==> src/rtl/axis_burst_tx_pkg.sv <==
// Shared defaults and helpers for the AXI-S burst transmitter.
// Imported by the FIFO and the top level.
package axis_burst_tx_pkg;

  localparam int WIDTH_DEF = 32;
  localparam int LBITS_DEF = 4;
  localparam int DEPTH_DEF = 32;
  localparam int CMDQ_DEF  = 4;

  function automatic int clog2(input int v);
    int r;
    r = 0;
    while ((1 << r) < v) r = r + 1;
    return r;
  endfunction

endpackage

==> src/rtl/axis_burst_tx_sync_fifo.sv <==
// Synchronous first-word-fall-through FIFO, asynchronous read port.
// A write while full is dropped; the caller flags it.
module sync_fifo
  import axis_burst_tx_pkg::*;
#(
  parameter int W = 32,
  parameter int D = 32
) (
  input  logic         clock,
  input  logic         reset,
  input  logic         wr_en_i,
  input  logic [W-1:0] wr_data_i,
  input  logic         rd_en_i,
  output logic [W-1:0] rd_data_o,
  output logic         full_o,
  output logic         empty_o
);

  localparam int AW = clog2(D);

  logic [AW:0]  wr_ptr_q, wr_ptr_d;
  logic [AW:0]  rd_ptr_q, rd_ptr_d;
  logic [W-1:0] mem_q [D];
  logic         wr_ok;
  logic         rd_ok;

  assign empty_o = (wr_ptr_q == rd_ptr_q);
  assign full_o  = (wr_ptr_q[AW] != rd_ptr_q[AW]) &&
                   (wr_ptr_q[AW-1:0] == rd_ptr_q[AW-1:0]);

  assign wr_ok = wr_en_i && !full_o;
  assign rd_ok = rd_en_i && !empty_o;

  assign rd_data_o = mem_q[rd_ptr_q[AW-1:0]];

  // Pointer advance; the extra MSB separates full from empty.
  always_comb begin
    wr_ptr_d = wr_ptr_q;
    rd_ptr_d = rd_ptr_q;
    if (wr_ok) wr_ptr_d = wr_ptr_q + 1'b1;
    if (rd_ok) rd_ptr_d = rd_ptr_q + 1'b1;
  end

  // Pointer registers, cleared by reset.
  always_ff @(posedge clock) begin
    if (reset) begin
      wr_ptr_q <= '0;
      rd_ptr_q <= '0;
    end else begin
      wr_ptr_q <= wr_ptr_d;
      rd_ptr_q <= rd_ptr_d;
    end
  end

  // Storage array; contents are don't-care until written.
  always_ff @(posedge clock) begin
    if (wr_ok) mem_q[wr_ptr_q[AW-1:0]] <= wr_data_i;
  end

endmodule

==> src/rtl/axis_burst_tx.sv <==
// AXI-S transmitter for memory read bursts.
// Credits reserve FIFO space per command so read beats never stall.
module axis_burst_tx
  import axis_burst_tx_pkg::*;
#(
  parameter int WIDTH = WIDTH_DEF,
  parameter int LBITS = LBITS_DEF,
  parameter int DEPTH = DEPTH_DEF,
  parameter int CMDQ  = CMDQ_DEF
) (
  input  logic             clock,
  input  logic             reset,
  input  logic             cmd_valid,
  output logic             cmd_ready,
  input  logic [LBITS-1:0] cmd_len,
  output logic             req_valid,
  input  logic             req_ready,
  output logic [LBITS-1:0] req_len,
  input  logic             rd_valid,
  input  logic [WIDTH-1:0] rd_data,
  output logic             m_tvalid,
  input  logic             m_tready,
  output logic             m_tlast,
  output logic [WIDTH-1:0] m_tdata,
  output logic             overflow
);

  localparam int CW = clog2(DEPTH) + 1;

  generate
    if (DEPTH < (1 << LBITS) || (1 << clog2(DEPTH)) != DEPTH) begin : g_bad_depth
      $error("DEPTH must be a power of 2 and >= 2**LBITS");
    end
    if (CMDQ < 2 || (1 << clog2(CMDQ)) != CMDQ) begin : g_bad_cmdq
      $error("CMDQ must be a power of 2 and >= 2");
    end
  endgenerate

  logic [CW-1:0]    credits_q, credits_d;
  logic [LBITS-1:0] beat_q, beat_d;
  logic             overflow_q, overflow_d;
  logic [CW-1:0]    need;
  logic             ok;
  logic             accept;
  logic             pop;
  logic             fifo_full;
  logic             fifo_empty;
  logic             lenq_full;
  logic             lenq_empty;
  logic [LBITS-1:0] lenq_head;

  assign need      = CW'(cmd_len) + CW'(1);
  assign ok        = (credits_q >= need) && !lenq_full;
  assign req_valid = cmd_valid && ok;
  assign cmd_ready = req_ready && ok;
  assign req_len   = cmd_len;
  assign accept    = cmd_valid && cmd_ready;

  assign m_tvalid = !fifo_empty && !lenq_empty;
  assign m_tlast  = m_tvalid && (beat_q == lenq_head);
  assign pop      = m_tvalid && m_tready;
  assign overflow = overflow_q;

  sync_fifo #(
    .W(WIDTH),
    .D(DEPTH)
  ) u_data (
    .clock     (clock),
    .reset     (reset),
    .wr_en_i   (rd_valid),
    .wr_data_i (rd_data),
    .rd_en_i   (pop),
    .rd_data_o (m_tdata),
    .full_o    (fifo_full),
    .empty_o   (fifo_empty)
  );

  sync_fifo #(
    .W(LBITS),
    .D(CMDQ)
  ) u_lenq (
    .clock     (clock),
    .reset     (reset),
    .wr_en_i   (accept),
    .wr_data_i (cmd_len),
    .rd_en_i   (pop && m_tlast),
    .rd_data_o (lenq_head),
    .full_o    (lenq_full),
    .empty_o   (lenq_empty)
  );

  // Credit, beat and sticky-overflow next state.
  always_comb begin
    credits_d  = credits_q;
    beat_d     = beat_q;
    overflow_d = overflow_q | (rd_valid && fifo_full);
    if (accept) credits_d = credits_d - need;
    if (pop) begin
      credits_d = credits_d + CW'(1);
      if (m_tlast) beat_d = '0;
      else         beat_d = beat_q + 1'b1;
    end
  end

  // State registers; reset returns every credit.
  always_ff @(posedge clock) begin
    if (reset) begin
      credits_q  <= CW'(DEPTH);
      beat_q     <= '0;
      overflow_q <= 1'b0;
    end else begin
      credits_q  <= credits_d;
      beat_q     <= beat_d;
      overflow_q <= overflow_d;
    end
  end

endmodule

==> config.mk <==
export PLATFORM = sky130hd
export DESIGN_NAME = axis_burst_tx
export DESIGN_NICKNAME = d
export VERILOG_FILES = /design/src/rtl/axis_burst_tx_pkg.sv /design/src/rtl/axis_burst_tx_sync_fifo.sv /design/src/rtl/axis_burst_tx.sv
export SDC_FILE = /design/constraint.sdc
export NUM_CORES = 1
export LEC_CHECK = 0
export CORE_MARGIN = 1
export CORE_UTILIZATION = 35
export DETAILED_ROUTE_END_ITERATION = 8
export GPL_ROUTABILITY_DRIVEN = 0
export PLACE_DENSITY = 0.57
export SKIP_CTS_REPAIR_TIMING = 1
export SYNTH_ARGS = -nofsm -noshare
export SYNTH_HDL_FRONTEND = slang
export SYNTH_SLANG_ARGS = --single-unit
==> constraint.sdc <==
create_clock -name clock -period 4.4 [get_ports clock]
set_clock_uncertainty 0.2 [all_clocks]
set_input_delay 1.1 -clock clock [delete_from_list [all_inputs] [get_ports clock]]
set_output_delay 1.1 -clock clock [all_outputs]
set_load 0.05 [all_outputs]
# ---- After elaboration in Yosys (flattened, before gate mapping)
# Memories as Yosys holds them, arrays and structs flattened. A register that Yosys moved wholly into a read port is not among the register bits.
# Cells that the tools add are included.
dict set report word_totals {
  regBits 29
  memories 2
  elab_cells 56
  out_inout_bits 41
  in_bits 42
  ramBits 1040
}
dict set report classes {
  n_reduce_logical 19
  add_sub_neg 8
  n_eq_ne 7
  n_mux 11
  bitwise 1
  order_cmp 1
}
# memory depth word_bits read_ports rd_ports_with_merged_regs write_ports line
set mem_list {}
lappend mem_list {u_data.mem_q 32 32 1 1 1 axis_burst_tx_sync_fifo.sv:23} ;# logic [W-1:0] mem_q [D];
lappend mem_list {u_lenq.mem_q 4 4 1 1 1 axis_burst_tx_sync_fifo.sv:23}
# operator count
set op_table {}
lappend op_table {{adder 6 x 1 -> 6 bit (second input constant)} 3}
lappend op_table {{logical AND 1 bit} 15}
lappend op_table {{two-way mux 6 bit} 2}
lappend op_table {{two-way mux 5 bit} 2}
lappend op_table {{adder 3 x 1 -> 3 bit (second input constant)} 2}
lappend op_table {{== test 6 bit} 1}
lappend op_table {{greater-or-equal comparator 6 x 5 -> 1 bit} 1}
lappend op_table {{subtractor 6 x 5 -> 6 bit} 1}
lappend op_table {{adder 4 x 1 -> 5 bit (second input constant)} 1}
lappend op_table {{== test 5 bit} 1}
lappend op_table {{adder 4 x 1 -> 4 bit (second input constant)} 1}
lappend op_table {{== test 4 bit} 1}
lappend op_table {{logical NOT 1 bit} 4}
lappend op_table {{two-way mux 1 bit} 4}
lappend op_table {{two-way mux 2 bit} 2}
lappend op_table {{two-way mux 4 bit} 1}
lappend op_table {{== test 3 bit} 1}
lappend op_table {{== test 2 bit} 1}
lappend op_table {{!= test 1 bit} 2}
lappend op_table {{OR 1 bit} 1}

# ---- Longest topological paths before layout
# Gate-level depths: netlist of the first run.
dict set report depth {
  word_depth 9
  depth_mapped 11
  ltp_nobuf 10
}

# ---- By module
# From an unflattened synthesis of the first run, not the netlist that was laid out.
dict set report unflattened {
  hier_cells 2522
  hier_area_um2 42654.7
}
# mod area_each_um2 cells_per_inst seq_area_each_um2 instances
set modules_own_cells {}
lappend modules_own_cells {{sync_fifo at u_data} 40533.9 2311 31089.8 1}
lappend modules_own_cells {{sync_fifo at u_lenq} 1178.6 91 640.6 1}
lappend modules_own_cells {axis_burst_tx 942.2 120 220.2 1}

# ---- Worst setup path after synthesis of the first run
# Ideal clock, no wire load.
dict set report synth_timing {
  kind {input port to output port}
  from {input cmd_len[0]}
  to {output cmd_ready}
  path_stages 7
  slack_ns 0.220
  t_arrival_ns 2.880
  n_path_buf 0
  required_ns 3.100
  path_cell_list {ha_1 > xnor2_1 > ha_1 > nand3_1 > nor2_1 > nor3_1 > nor2b_1}
}
dict set report synth_via {
  elab_chain_len 4
}
# element line
set synth_lines {}
lappend synth_lines {{start: declaration} axis_burst_tx.sv:15} ;# input logic [LBITS-1:0] cmd_len,
lappend synth_lines {{adder 4 x 1 -> 5 bit} axis_burst_tx.sv:52} ;# assign need = CW'(cmd_len) + CW'(1);
lappend synth_lines {{greater-or-equal comparator 6 x 5 -> 1 bit} axis_burst_tx.sv:53} ;# assign ok = (credits_q >= need) && !lenq_full;
lappend synth_lines {{logical AND 1 bit} axis_burst_tx.sv:53}
lappend synth_lines {{logical AND 1 bit} axis_burst_tx.sv:55} ;# assign cmd_ready = req_ready && ok;
lappend synth_lines {{end: declaration} axis_burst_tx.sv:14} ;# output logic cmd_ready,
# No other way between the ends.

==> key figures, run 1 <==
CTS
  • H-Tree Depth: 3
  • Maximum clock insertion buffer count: 3
  • TritonCTS buffer count: 106
  • Worst-path clk slew: roughly 60 ps
  • Clock Root Buffer: clkbuf_16
  • CTS tree: built
  • Worst-Skew Late Latency: approximately 690 ps
  • Clock sinks: around 1100

Global route
  • Global router's overall resource usage: 16.8%
  • Largest net degree at the start of global routing: 67
  • Initial antenna violation count: 2
  • First-pass GRT wire length: between 100000 and 150000 um
  • Vias in the first global route: 20200
  • Grt ovf: 0

Worst hold path
  • HP Class: flip-flop to flip-flop

Yosys
  • Area leader, netlist: edfxtp_1
  • Synth cell types: 45
  • Syn_area_per_cell: 23.6 um2
  • Top-area cell type share of the netlist area: ~75%
  • Synth Warn #: 0
  • Flops & latches, synth: approximately 1100
  • Seq/Total Area, Yosys: about three quarters
  • Synth top area cells: edfxtp_1 75%, mux4_2 18%, dfxtp_1 1.7%, mux2_2 0.89%, nor2_1 0.53%
  • Post-Syn Nets: about 1800
  • Synthesized cell area: roughly 0.042 mm2
  • Post-Synthesis Cells: 1761

Setup path
  • Crit path cell chain: buf_12 -> buf_16 -> buf_12 -> mux4_2 -> mux4_2 -> mux2_2 -> buf_4
  • Startpoint Class: flip-flop
  • Setup CP Type: flip-flop to primary output
  • Max FO, Critical Path: 17
  • Crit path max-delay cell type: mux4_2
  • Critical Path Max Stage Delay: roughly 540 ps
  • Data required, critical path: just over 3000 ps
  • Crit. End Element: primary output
  • CP Data Arrival Time: ~3200 ps

Placement
  • HPWL Detailed: 55500 um
  • PortBufs: 82

STA
  • Setup-failing EPs final: 17
  • Final worst slack: -61.0 ps
  • RSZ-0062 raised after global routing: true
  • Final Hold Vio Count: 0
  • Final min period: approximately 4500 ps
  • Setup tns final: -424 ps
  • Final period utilization: 101%
  • Fmax: between 200 and 250 MHz
  • Slew HR: between 20% and 30%
  • Max Transition Viols Final: 0
  • Actual slew at the worst max-slew pin: between 1000 and 1500 ps

Floorplan
  • FP Rows: 126
  • Die width: 347 um
  • Ports: 83
  • Initial Util: 35.3%
  • CORE AREA: between 0.1 and 0.15 mm2
  • Die Y: 347 um
  • Die footprint: around 0.12 mm2

Finish
  • Number of diodes: 0
  • Nets: 2082
  • Area grow syn2layout: 19.8%
  • Most common cell after layout, fill and taps aside: edfxtp_1
  • Commonest non-fill, non-tap cells in the layout: 1040 x edfxtp_1, 324 x mux4_2, 122 x clkbuf_16
  • Share of cells above drive strength 1: 35.8%

Pwr
  • Pleak: 15.2 nW
  • Total Power: 21.6 mW
  • Power density cells: around 430 mW/mm2
  • Worst vdd ir: 0.312 mV

Routing
  • WL final: approximately 100000 um
  • Vias/cell: 5.37
  • DRC Markers: 0
  • Vias: between 15000 and 20000
  • Drt pass-1 iters: 5
  • Starting DRC count in detailed routing: between 1500 and 2000
  • Drt wl/cell: between 20 and 30 um
  • Routed Antenna Nets: 0

Status
  • Failing checks: negative setup slack
  • Status: complete, but fails checks

Run
  • Number of max-cap violations: 0
==> state kept, by name (all words and copies together), names as in the netlist, 3 cells and up, named ones only <==
signal / cells
credits_q: 6
u_data.wr_ptr_q: 6
u_lenq.mem_q: 16
u_data.rd_ptr_q: 6
u_data.mem_q: 1024
u_lenq.rd_ptr_q: 3
u_lenq.wr_ptr_q: 3
beat_q: 4
==> through the flow <==
stage               hold WS, ps  cell area (um2)  utilization, %  setup slack, ps  cells
floorplan                   269            41600               -              220   1761
global route                321            49800            42.2             -145   3643
global placement            273            45300            38.4            -41.9   3399
finish                      286            49800            42.2            -61.0   3643
detailed placement          269            45300            38.4             -114   3399
CTS                         289            48800            41.4             -330   3592
==> kinds of logic (layout without fill, tap and decap cells) <==
family                   count (synthesis)  in the layout  share of synthesized area [%]
AO/OA/AOI/OAI                           43             43                          0.683
XOR/XNOR                                38             38                          0.801
adder cells (fa/ha/maj)                 18             18                          0.560
buffers and inverters                  101            447                           1.19
flip-flops                            1076           1076                           76.9
multiplexers                           358            358                           18.5
AND/OR/NAND/NOR                        127            127                           1.44
==> metal layers <==
| layer | GRT usage (%) | wire, um | vias to the layer above |
|---|---|---|---|
| met4 | 4.67 | 2300 | 2 |
| met3 | 2.27 | 5400 | 148 |
| met2 | 28.2 | 51800 | 645 |
| met5 | 0 | 11 | - |
| li1 | - | - | 8048 |
| met1 | 23.0 | 43700 | 10700 |
==> final cells by class <==
| class | instances | area, um2 |
|---|---|---|
| Timing Repair Buffer | 242 | 2930 |
| Clock buffer | 134 | 2850 |
| Sequential cell | 1076 | 32000 |
| Tap cell | 1536 | 1920 |
| Clock inverter | 59 | 649 |
| Fill cell | 10000 | 68100 |
| Multi-Input combinational cell | 584 | 9460 |
| Inverter | 12 | 45.0 |
==> worst max-delay path: cells and delay by family, from the launching register on <==
family / cells / cell delay [ps]
buffers and inverters: 4 / 680
muxes: 3 / 1380
DFF: 1 / 390
==> synthesized netlist by cell type <==
| library cell | number |
|---|---|
| a211oi_1 | 4 |
| a21boi_0 | 1 |
| a21o_1 | 3 |
| a21oi_1 | 14 |
| a31o_2 | 2 |
| a31oi_1 | 4 |
| and2_1 | 4 |
| buf_1 | 15 |
| buf_2 | 14 |
| buf_4 | 16 |
| buf_6 | 5 |
| clkbuf_1 | 39 |
| dfxtp_1 | 36 |
| edfxtp_1 | 1040 |
| fa_1 | 1 |
| ha_1 | 17 |
| inv_1 | 12 |
| mux2_2 | 33 |
| mux2i_1 | 1 |
| mux4_2 | 324 |
| nand2_1 | 18 |
| nand2b_1 | 1 |
| nand3_1 | 9 |
| nand3b_1 | 4 |
| nand4_1 | 8 |
| nand4b_1 | 1 |
| nor2_1 | 59 |
| nor2b_1 | 3 |
| nor3_1 | 8 |
| nor3b_1 | 2 |
| o21a_1 | 1 |
| o21ai_0 | 6 |
| o21ai_1 | 1 |
| o21bai_1 | 1 |
| o311a_1 | 1 |
| o311ai_0 | 1 |
| o311ai_2 | 1 |
| o31a_1 | 2 |
| o32ai_1 | 1 |
| or2_2 | 1 |
| or3_1 | 6 |
| or3b_2 | 2 |
| or4_1 | 1 |
| xnor2_1 | 23 |
| xor2_1 | 15 |
==> report_power, final <==
group          total, mW  internal, mW  switching [mW]
sequential          11.3          11.3          0.0310
combinational       1.14         0.504           0.634
clock               9.15          5.29            3.86
==> final timing paths <==
check                          start  cells past startpoint                   to  slack, ps
setup / recovery           flip-flop                      7          m_tdata[11]        -60
hold / removal              overflow                      2             overflow        290
setup reg to reg  u_data.wr_ptr_q[2]                      7  u_data.mem_q[8][19]       1380
hold reg to reg             overflow                      2             overflow        290
Power figures use the tool's default switching activity.
==> inputs of run 2 (changes only) <==
ABC_AREA = 1   (was not set)
CORE_UTILIZATION = 49   (was 35)
PLACE_DENSITY = 0.72   (was 0.57)
==> key figures, run 2 <==
Floorplan
  • Ports: 83
  • Die Y: roughly 300 um
  • CORE AREA: around 0.086 mm2
  • Die footprint: 0.0879 mm2
  • Die width: about 300 um
  • Initial Util: approximately half
  • FP Rows: about 110

Routing
  • Starting DRC count in detailed routing: 3544
  • Routed Antenna Nets: 0
  • Drt wl/cell: 25.7 um
  • Drt pass-1 iters: 6
  • Vias/cell: 6.21
  • DRC Markers: 0
  • WL final: between 100000 and 150000 um
  • Vias: between 20000 and 30000

STA
  • Final Hold Vio Count: 0
  • RSZ-0062 raised after global routing: false
  • Max Transition Viols Final: 0
  • Fmax: between 200 and 250 MHz
  • Actual slew at the worst max-slew pin: about 1200 ps
  • Setup-failing EPs final: 0
  • Hold Slack: 259 ps
  • Final period utilization: 97.6%
  • Slew HR: between 20% and 30%
  • Final min period: roughly 4300 ps
  • Setup tns final: 0 ps

Finish
  • Layout Utilization: a little under three fifths
  • Commonest non-fill, non-tap cells in the layout: 1040 x edfxtp_1, 608 x nor2_1, 551 x o21ai_0
  • Fill count: roughly 6500
  • Register area: roughly 0.032 mm2
  • Most common cell after layout, fill and taps aside: edfxtp_1
  • Area grow syn2layout: 15.7%
  • Nets: around 3300
  • Max FFs per register: around 1000
  • Share of cells above drive strength 1: between 10% and 20%
  • Multi-input gate area: approximately 0.0096 mm2

Yosys
  • Synthesized cell area: roughly 0.043 mm2
  • Area leader, netlist: edfxtp_1
  • Synth Warn #: 0
  • Flops & latches, synth: roughly 1100
  • EDFF count, synth: about 1000
  • Post-Syn Nets: between 3000 and 4000
  • Top cells by count, synth: 1040 x edfxtp_1, 638 x nor2_1, 551 x o21ai_0, 192 x o221ai_1, 129 x clkbuf_1
  • Seq/Total Area, Yosys: about three quarters
  • Synth top area cells: edfxtp_1 73%, o21ai_0 6.5%, nor2_1 5.6%, o221ai_1 4.0%, dfxtp_1 1.7%
  • Syn_area_per_cell: between 10 and 15 um2
  • Top_reg_cell synth: edfxtp_1
  • Synth cell types: 39
  • Most common cell in the netlist: edfxtp_1
  • Async SR Flop Fraction: 0%
  • Post-Synthesis Cells: ~3100
  • Top-area cell type share of the netlist area: between 70% and 80%

Global route
  • Global router's overall resource usage: a little over a quarter
  • First-pass GRT wire length: ~170000 um
  • Initial antenna violation count: 3
  • Largest net degree at the start of global routing: 118
  • Vias in the first global route: about 26000
  • Grt ovf: 0

Setup path
  • Max FO, Critical Path: 29
  • Setup CP Type: flip-flop to primary output
  • Data required, critical path: between 3000 and 4000 ps
  • FF-to-FF Start: u_data.wr_ptr_q[3]
  • CP Data Arrival Time: between 2000 and 3000 ps
  • Crit. End Element: primary output
  • Reg-to-reg endpoint: u_data.mem_q[4][29]
  • Reg2Reg Depth: 11
  • Startpoint Class: flip-flop
  • R2r setup slk: 1190 ps

Placement
  • HPWL Detailed: just over 60000 um
  • PortBufs: a little over 80

CTS
  • Maximum clock insertion buffer count: 3
  • CTS tree: built
  • Worst-path clk slew: ~60 ps
  • TritonCTS buffer count: 107
  • H-Tree Depth: 3
  • Clock Root Buffer: clkbuf_16
  • Clock sinks: around 1100
  • Worst-Skew Late Latency: approximately 660 ps

Pwr
  • Worst vdd ir: 0.322 mV
  • Pleak: 15.9 nW
  • Power density cells: about 450 mW/mm2

Run
  • Number of max-cap violations: 0

Status
  • Status: completed

Worst hold path
  • Hold Path Sink: overflow
  • Worst hold start: overflow
  • Min-Delay Path Depth: 2
  • HP Class: flip-flop to flip-flop
run 2: cell count changes after synthesis, sizes merged, moves of 64 or more:
cell and delta:
nor2 +583, o21ai +556, mux4 -324, o221ai +192
clkbuf +91, nand3 +89, nand2 +76, o22ai +64
run 2: report_power, final:
part | leakage (nW) | switching (mW) | internal (mW)
Combinational | 4.66 | 1.37 | 0.714
Clock | 1.60 | 3.76 | 4.88
Sequential | 9.66 | 0.0349 | 11.3
Total | 15.9 | 5.17 | 16.9
run 2: worst max-delay path by stage:
stage               slack, ps  cells after the start                  end  startpoint
CTS                      -170                      9          m_tdata[13]   flip-flop
detailed placement        -20                     11            cmd_ready  cmd_len[0]
global route                6                      9           m_tdata[9]   flip-flop
floorplan                 280                      2  u_data.mem_q[31][0]    rd_valid
global placement           10                     11            cmd_ready  cmd_len[0]
finish                    110                      7          m_tdata[16]   flip-flop
run 2: kinds of logic after synthesis:
family,synth area share [%]
simple gates,8.02
flops,75.2
fa+ha+maj,0.547
xor+xnor,0.288
buf+inv,3.03
compound gates,12.9
run 2: critical path, stage by stage (launching register included):
cell and delay (ps):
dfxtp_4 410, inv_6 260, buf_4 410, o21ai_0 150
o22ai_1 140, o21ai_0 140, a32oi_1 570, buf_12 220
run 2: metrics by stage:
step           std cells  instance area (um2)  power (mW)  setup slack [ps]
3_5_place_dp        4279                45700        13.6             -17.1
6_report            4483                49200        22.1               106
4_1_cts             4477                49000        22.1              -170
3_3_place_gp        4279                45700        13.5              10.5
5_1_grt             4482                49200        22.7              5.65
2_1_floorplan       3149                42500        12.7               284
run 2: layout make-up:
type	count	share of cell area [%]
inverters	58	0.521
diodes	2	0.0102
flip-flops and latches	1076	65.0
repair inverters	1	0.0229
multi-input cells	1787	19.5
well taps	1144	2.91
clock inverters	65	1.00
clock buffers	133	5.73
repair buffers	217	5.35
run 2: metal layers:
layer | up-vias | routed length [um] | GRT usage, %
met5 | - | 13 | 0
met4 | 2 | 4030 | 9.43
met3 | 260 | 11400 | 4.03
met2 | 1689 | 54600 | 41.5
met1 | 13700 | 45400 | 36.6
li1 | 12100 | - | -
